`config.mk`:
```
export PLATFORM = sky130hd
export DESIGN_NAME = fp_compare_unit
export DESIGN_NICKNAME = d
export VERILOG_FILES = /design/src/rtl/fp_pkg.sv /design/src/rtl/fp_compare_core.sv /design/src/rtl/fp_compare_unit.sv
export SDC_FILE = /design/constraint.sdc
export NUM_CORES = 1
export LEC_CHECK = 0
export BUFFER_PORTS_ARGS = -buffer_cell sky130_fd_sc_hd__buf_2
export CORE_MARGIN = 1.5
export CORE_UTILIZATION = 56
export CTS_BUF_LIST = sky130_fd_sc_hd__clkbuf_8
export CTS_CLUSTER_SIZE = 28
export DETAILED_ROUTE_END_ITERATION = 10
export PLACE_DENSITY = 0.83
export SLEW_MARGIN = 20
export SYNTH_ARGS = -nofsm -noshare
export SYNTH_HDL_FRONTEND = slang
export SYNTH_SLANG_ARGS = --single-unit
```
`constraint.sdc`:
```
create_clock -name clk -period 2.4 [get_ports clk]
set_clock_uncertainty 0.05 [all_clocks]
set_input_delay 0.36 -clock clk [delete_from_list [all_inputs] [get_ports clk]]
set_output_delay 0.36 -clock clk [all_outputs]
set_load 0.02 [all_outputs]
```
`src/rtl/fp_pkg.sv`:
```
// Shared definitions for the floating-point compare unit.
//   - fp_op_e       : operation encoding (FEQ/FLT/FLE/FMIN/FMAX, 101..111 reserved)
//   - FMT_S / FMT_D : format select encoding
//   - CANON_NAN_*   : canonical quiet NaNs (single already NaN-boxed)
//   - fp_classify   : unpacks an operand into sign/magnitude/class bits and the
//                     64-bit value min/max would return for it
package fp_pkg;

    typedef enum logic [2:0] {
        OP_FEQ  = 3'b000,
        OP_FLT  = 3'b001,
        OP_FLE  = 3'b010,
        OP_FMIN = 3'b011,
        OP_FMAX = 3'b100
    } fp_op_e;

    localparam logic FMT_S = 1'b0;
    localparam logic FMT_D = 1'b1;

    localparam logic [63:0] CANON_NAN_D = 64'h7FF8000000000000;
    localparam logic [63:0] CANON_NAN_S = 64'hFFFFFFFF7FC00000;
    localparam logic [31:0] QNAN_S_RAW  = 32'h7FC00000;

    typedef struct packed {
        logic        sign;
        logic [62:0] mag;    // exponent+mantissa, zero-extended for single
        logic        zero;
        logic        nan;
        logic        snan;
        logic [63:0] value;  // operand as min/max returns it (single boxed)
    } fp_class_t;

    // box_bad forces a single operand to the canonical quiet NaN.
    function automatic fp_class_t fp_classify(input logic [63:0] x,
                                              input logic        fmt,
                                              input logic        box_bad);
        fp_class_t   c;
        logic [31:0] s;
        s = box_bad ? QNAN_S_RAW : x[31:0];
        if (fmt == FMT_D) begin
            c.sign  = x[63];
            c.mag   = x[62:0];
            c.zero  = (x[62:0] == 63'd0);
            c.nan   = (&x[62:52]) && (|x[51:0]);
            c.snan  = c.nan && !x[51];
            c.value = x;
        end else begin
            c.sign  = s[31];
            c.mag   = {32'd0, s[30:0]};
            c.zero  = (s[30:0] == 31'd0);
            c.nan   = (&s[30:23]) && (|s[22:0]);
            c.snan  = c.nan && !s[22];
            c.value = {32'hFFFFFFFF, s};
        end
        return c;
    endfunction

endpackage

```
`src/rtl/fp_compare_core.sv`:
```
// Combinational compare / classify core.
// Ports:
//   op, fmt              : operation and format
//   operand_a, operand_b : source operands (single in [31:0])
//   result               : 0/1 for compares, selected/canonical value for min/max
//   flag_nv              : invalid-operation flag
// Macro: FP_CMP_NANBOX_EN -- when defined, a single operand that is not
// properly NaN-boxed (bits [63:32] not all ones) reads as the canonical qNaN.
// Operands are laid out as 64-bit registers; Flen is expected to be 64.
module fp_compare_core
    import fp_pkg::*;
#(
    parameter int Flen = 64
) (
    input  logic [2:0]      op,
    input  logic            fmt,
    input  logic [Flen-1:0] operand_a,
    input  logic [Flen-1:0] operand_b,
    output logic [Flen-1:0] result,
    output logic            flag_nv
);

    logic      box_bad_a, box_bad_b;
    fp_class_t ca, cb;
    logic      any_nan, any_snan, both_zero, eq, a_below, lt;

`ifdef FP_CMP_NANBOX_EN
    assign box_bad_a = (fmt == FMT_S) && (operand_a[63:32] != 32'hFFFFFFFF);
    assign box_bad_b = (fmt == FMT_S) && (operand_b[63:32] != 32'hFFFFFFFF);
`else
    assign box_bad_a = 1'b0;
    assign box_bad_b = 1'b0;
`endif

    assign ca = fp_classify(operand_a[63:0], fmt, box_bad_a);
    assign cb = fp_classify(operand_b[63:0], fmt, box_bad_b);

    assign any_nan   = ca.nan  | cb.nan;
    assign any_snan  = ca.snan | cb.snan;
    assign both_zero = ca.zero & cb.zero;
    assign eq        = both_zero || ((ca.sign == cb.sign) && (ca.mag == cb.mag));

    // Sign-magnitude ordering that treats -0 as below +0 (min/max view).
    assign a_below = (ca.sign != cb.sign) ? ca.sign
                   : (ca.sign ? (ca.mag > cb.mag) : (ca.mag < cb.mag));
    // IEEE ordering: the two zeros compare equal.
    assign lt = !both_zero && a_below;

    always_comb begin
        result  = '0;
        flag_nv = 1'b0;
        case (op)
            OP_FEQ: begin
                result[0] = !any_nan && eq;
                flag_nv   = any_snan;
            end
            OP_FLT: begin
                result[0] = !any_nan && lt;
                flag_nv   = any_nan;
            end
            OP_FLE: begin
                result[0] = !any_nan && (lt || eq);
                flag_nv   = any_nan;
            end
            OP_FMIN, OP_FMAX: begin
                flag_nv = any_snan;
                if (ca.nan && cb.nan)
                    result = Flen'((fmt == FMT_D) ? CANON_NAN_D : CANON_NAN_S);
                else if (ca.nan)
                    result = Flen'(cb.value);
                else if (cb.nan)
                    result = Flen'(ca.value);
                else
                    result = Flen'(((op == OP_FMIN) == a_below) ? ca.value : cb.value);
            end
            default: ;
        endcase
    end

endmodule

```
`src/rtl/fp_compare_unit.sv`:
```
// Pipelined floating-point compare / min / max unit.
// Ports:
//   clk, rst_n               : clock, async active-low reset
//   in_valid/in_ready        : operation handshake
//   op, fmt, operand_a/b     : operation, format, operands
//   in_tag                   : opaque tag carried to out_tag
//   out_valid/out_ready      : result handshake
//   result, flag_nv, out_tag : presented result
// Macro: FP_CMP_NANBOX_EN (consumed by fp_compare_core).
// The core is evaluated on the input side; Stages registers then carry the
// result. The whole pipeline moves as one, stalling only when the last stage
// holds an untaken result.
module fp_compare_unit
    import fp_pkg::*;
#(
    parameter int Flen     = 64,
    parameter int Stages   = 2,
    parameter int TagWidth = 4
) (
    input  logic                clk,
    input  logic                rst_n,
    input  logic                in_valid,
    output logic                in_ready,
    input  logic [2:0]          op,
    input  logic                fmt,
    input  logic [Flen-1:0]     operand_a,
    input  logic [Flen-1:0]     operand_b,
    input  logic [TagWidth-1:0] in_tag,
    output logic                out_valid,
    input  logic                out_ready,
    output logic [Flen-1:0]     result,
    output logic                flag_nv,
    output logic [TagWidth-1:0] out_tag
);

    typedef struct packed {
        logic [Flen-1:0]     result;
        logic                nv;
        logic [TagWidth-1:0] tag;
    } stage_t;

    logic [Stages:1] vld_pipe;
    stage_t          pipe_q [1:Stages];
    stage_t          stage_in;
    logic [Flen-1:0] core_result;
    logic            core_nv;
    logic            advance;

    fp_compare_core #(.Flen(Flen)) u_core (
        .op        (op),
        .fmt       (fmt),
        .operand_a (operand_a),
        .operand_b (operand_b),
        .result    (core_result),
        .flag_nv   (core_nv)
    );

    assign stage_in = '{result: core_result, nv: core_nv, tag: in_tag};
    assign advance  = !vld_pipe[Stages] || out_ready;
    assign in_ready = advance;

    always_ff @(posedge clk or negedge rst_n) begin
        if (!rst_n) begin
            vld_pipe <= '0;
            for (int i = 1; i <= Stages; i++) pipe_q[i] <= '0;
        end else if (advance) begin
            vld_pipe[1] <= in_valid;
            pipe_q[1]   <= stage_in;
            for (int i = 2; i <= Stages; i++) begin
                vld_pipe[i] <= vld_pipe[i-1];
                pipe_q[i]   <= pipe_q[i-1];
            end
        end
    end

    assign out_valid = vld_pipe[Stages];
    assign result    = pipe_q[Stages].result;
    assign flag_nv   = pipe_q[Stages].nv;
    assign out_tag   = pipe_q[Stages].tag;

endmodule
```
==> impl_metrics.json <==
{
  "status": "finished with violations",
  "violations": "negative setup slack",
  "worstPathMaxFanout": 8,
  "row_count": 45,
  "grt_pass1_vias": 9668,
  "syn_area_mm2": 0.008916,
  "numPortBuffers": 210,
  "grt_setup_unrepaired": "true",
  "clockBufferDepth": 2,
  "final_cell_area_mm2": 0.01258,
  "clk_pin_slew_ns": 0.08,
  "netlist_instances": 1073,
  "required_ns": 2.69,
  "worst_pin_slew_ns": 0.8790,
  "synthFlopType": "dfrtp_1",
  "startpoint_type": "input port",
  "ys_async_sr_fraction": 1.000,
  "drv_slew": 0,
  "place.gp.congestion": 0.9118,
  "vias_per_cell": 6.127,
  "synth_warnings": 0,
  "tritoncts": "yes",
  "comb_power_share": 0.353,
  "dp_cells": 1552,
  "cts-root-buf": "clkbuf_8",
  "arrival_ns": 3.86,
  "antenna_found_initial": 2,
  "power.switching_w": 0.002697,
  "cts_buffers": 17,
  "drt_iter0_drc": 1063,
  "yosysTopAreaCell": "dfrtp_1",
  "synth_edf_count": 0,
  "clockPowerShare": 0.277,
  "synthDistinctLibCells": 50,
  "grt_pass1_wl_um": 48700,
  "yosys-top-cells-count": "nand2_1 (332), dfrtp_1 (140), buf_4 (69)",
  "max-cap-violations": 0,
  "cts.sinks": 140,
  "grt_max_degree": 87,
  "start_util": 0.5801,
  "nFillCells": 872,
  "via_count": 9920,
  "hold_viol_final": 0,
  "dpl.hpwl_um": 19300,
  "crit_type": "input port to flip-flop",
  "synth.area.top_cells": "dfrtp_1 (39%), nand2_1 (14%), ha_1 (8.8%)",
  "finalNetCount": 1595,
  "yosysSeqAreaShare": 0.3929,
  "ant_nets": 0,
  "ys_ff_latch": 140,
  "p_leak_nw": 6.477,
  "end_kind": "flip-flop",
  "p_per_area_mw_per_mm2": 611.3,
  "drt-total-wl_um": 33750,
  "drcViolationCount": 0,
  "syn_area_per_cell_um2": 8.309,
  "dp_slack_ns": -1.523,
  "core_area_mm2": 0.01537,
  "io_pins": 211,
  "dieArea_mm2": 0.01669,
  "yosysMostFrequentCell": "nand2_1",
  "globalRoute.totalOverflow": 0,
  "die_y_um": 129.2,
  "first_pass_iters": 6,
  "fmax_mhz": 279.9,
  "fin_crit_sh": 1.489,
  "detail_route.wl_per_cell_um": 20.85,
  "h-tree-depth": 4,
  "seq_power_share": 0.370,
  "setup_viol": 65,
  "syn_nets": 1276,
  "die_x_um": 129.2,
  "slew_headroom": 0.4140,
  "fin_ws_ns": -1.173,
  "place_area_mm2": 0.01097,
  "drive_gt1_frac": 0.3964,
  "gr-usage-all-layers": 0.3816,
  "switching_share": 0.3506,
  "hold_path.class": "input port to flip-flop",
  "synth_top_area_share": 0.3929,
  "whs_ns": 0.03544,
  "instances_no_fill": 1619,
  "ir_drop_uv": 378.1,
  "fin_crit_ns": 3.573,
  "p_int_w": 0.004994,
  "fin_setup_tns_ns": -70.41,
  "area.growth.synth_to_final_pct": 41.09,
  "insertion_delay_ns": 0.47
}
-- registers in the layout, summed over array words and instances, names as in the netlist --
name / flops
flag_nv: 1
out_tag: 4
pipe_q: 69
result: 64
vld_pipe: 2
-- per-layer routing --
metal / vias up / global-route usage / part of all wire
met3: 258 / 0.08836 / 0.096
met2: 829 / 0.6336 / 0.47
met4: 0 / 0.2492 / 0.078
met5: - / 0 / 0
li1: 4228 / - / -
met1: 4605 / 0.4443 / 0.35
-- power by group through the flow --
stage / registers, W / logic, W / clock network [W]
after CTS: 0.00283 / 0.00247 / 0.00211
final: 0.00285 / 0.00271 / 0.00213
after global routing: 0.00288 / 0.00286 / 0.00221
after global placement: 0.00286 / 0.00199 / 0
after detailed placement: 0.00288 / 0.00206 / 0
after floorplan: 0.00284 / 0.00147 / 0
-- per-stage QoR --
stage            util  power (W)
3_3_place_gp   0.7139   0.004854
6_report       0.8184   0.007690
2_1_floorplan       -   0.004309
4_1_cts        0.7938   0.007416
5_1_grt        0.8182   0.007950
3_5_place_dp   0.7139   0.004935
-- logic make-up after synthesis --
kind of cell	share of synthesized area
and+or+nand+nor	0.2442
buffers and inverters	0.1058
DFF	0.3929
xor gates and xnor gates	0.002807
AOI/OAI and AO/OA	0.1165
muxes	0.04940
adders and majority gates	0.08841
-- final cells by class --
type	instances	area (um^2)	area share
Clock inverter	14	178.9	0.01422
Tap cell	211	264.0	0.02099
Antenna cell	3	7.507	0.0005968
Sequential cell	140	3503	0.2785
Inverter	43	161.4	0.01283
Multi-Input combinational cell	773	5268	0.4187
Clock buffer	18	247.7	0.01969
Timing Repair Buffer	417	2949	0.2344
-- final timing paths --
check / startpoint / end / slack [ns] / depth (start not counted)
max: fmt / pipe_q[105] / -1.17 / 16
min: in_tag[0] / pipe_q[69] / 0.04 / 3
max reg2reg: vld_pipe[2] / pipe_q[106] / 0.59 / 7
min reg2reg: result[23] / result[23] / 0.41 / 2
max in group asynchronous: rst_n / pipe_q[81] / 1.09 / 3
min in group asynchronous: rst_n / result[24] / 0.38 / 2
-- critical path, cell delays in order --
cell      delay, ns
buf_12         0.13
buf_12         0.13
and2_4         0.14
ha_4           0.26
nand4_1        0.23
or4_4          0.60
nand3b_4       0.21
or4_4          0.48
nor2_4         0.16
a221oi_4       0.05
xnor2_2        0.20
a21oi_4        0.20
buf_12         0.15
buf_12         0.15
mux2i_1        0.27
o21ai_1        0.12
-- timing repair --
action                                 CTS  global route
setup buffers                           18             7
setup endpoints to repair               64            65
cloned                                  11             0
gates resized for setup                 83            66
hold buffers                             1             0
endpoints found under the hold margin   57             0
pin swaps                               25            24
-- cell usage in the layout (no fill, tap or decap), drive strengths merged, types with 3 or more instances in the layout --
master   synthesis  final
nand2          332    332
mux2i           44     44
a21oi           55     55
clkbuf          43     18
nor4            29     29
ha              63     63
o2bb2ai          9      9
buf             75    416
nand3b           4      4
nor2            16     16
a221oi           3      3
inv             42     46
bufinv           0      4
nand4           25     25
nand2b           3      3
nor3b           14     14
a211oi           4      4
and2            32     32
nor3            12     12
diode            0      3
nand3            7      7
clkinv           1      5
o21ai           91     91
or4              5      5
dfrtp          140    140
Power figures use the tool's default switching activity.
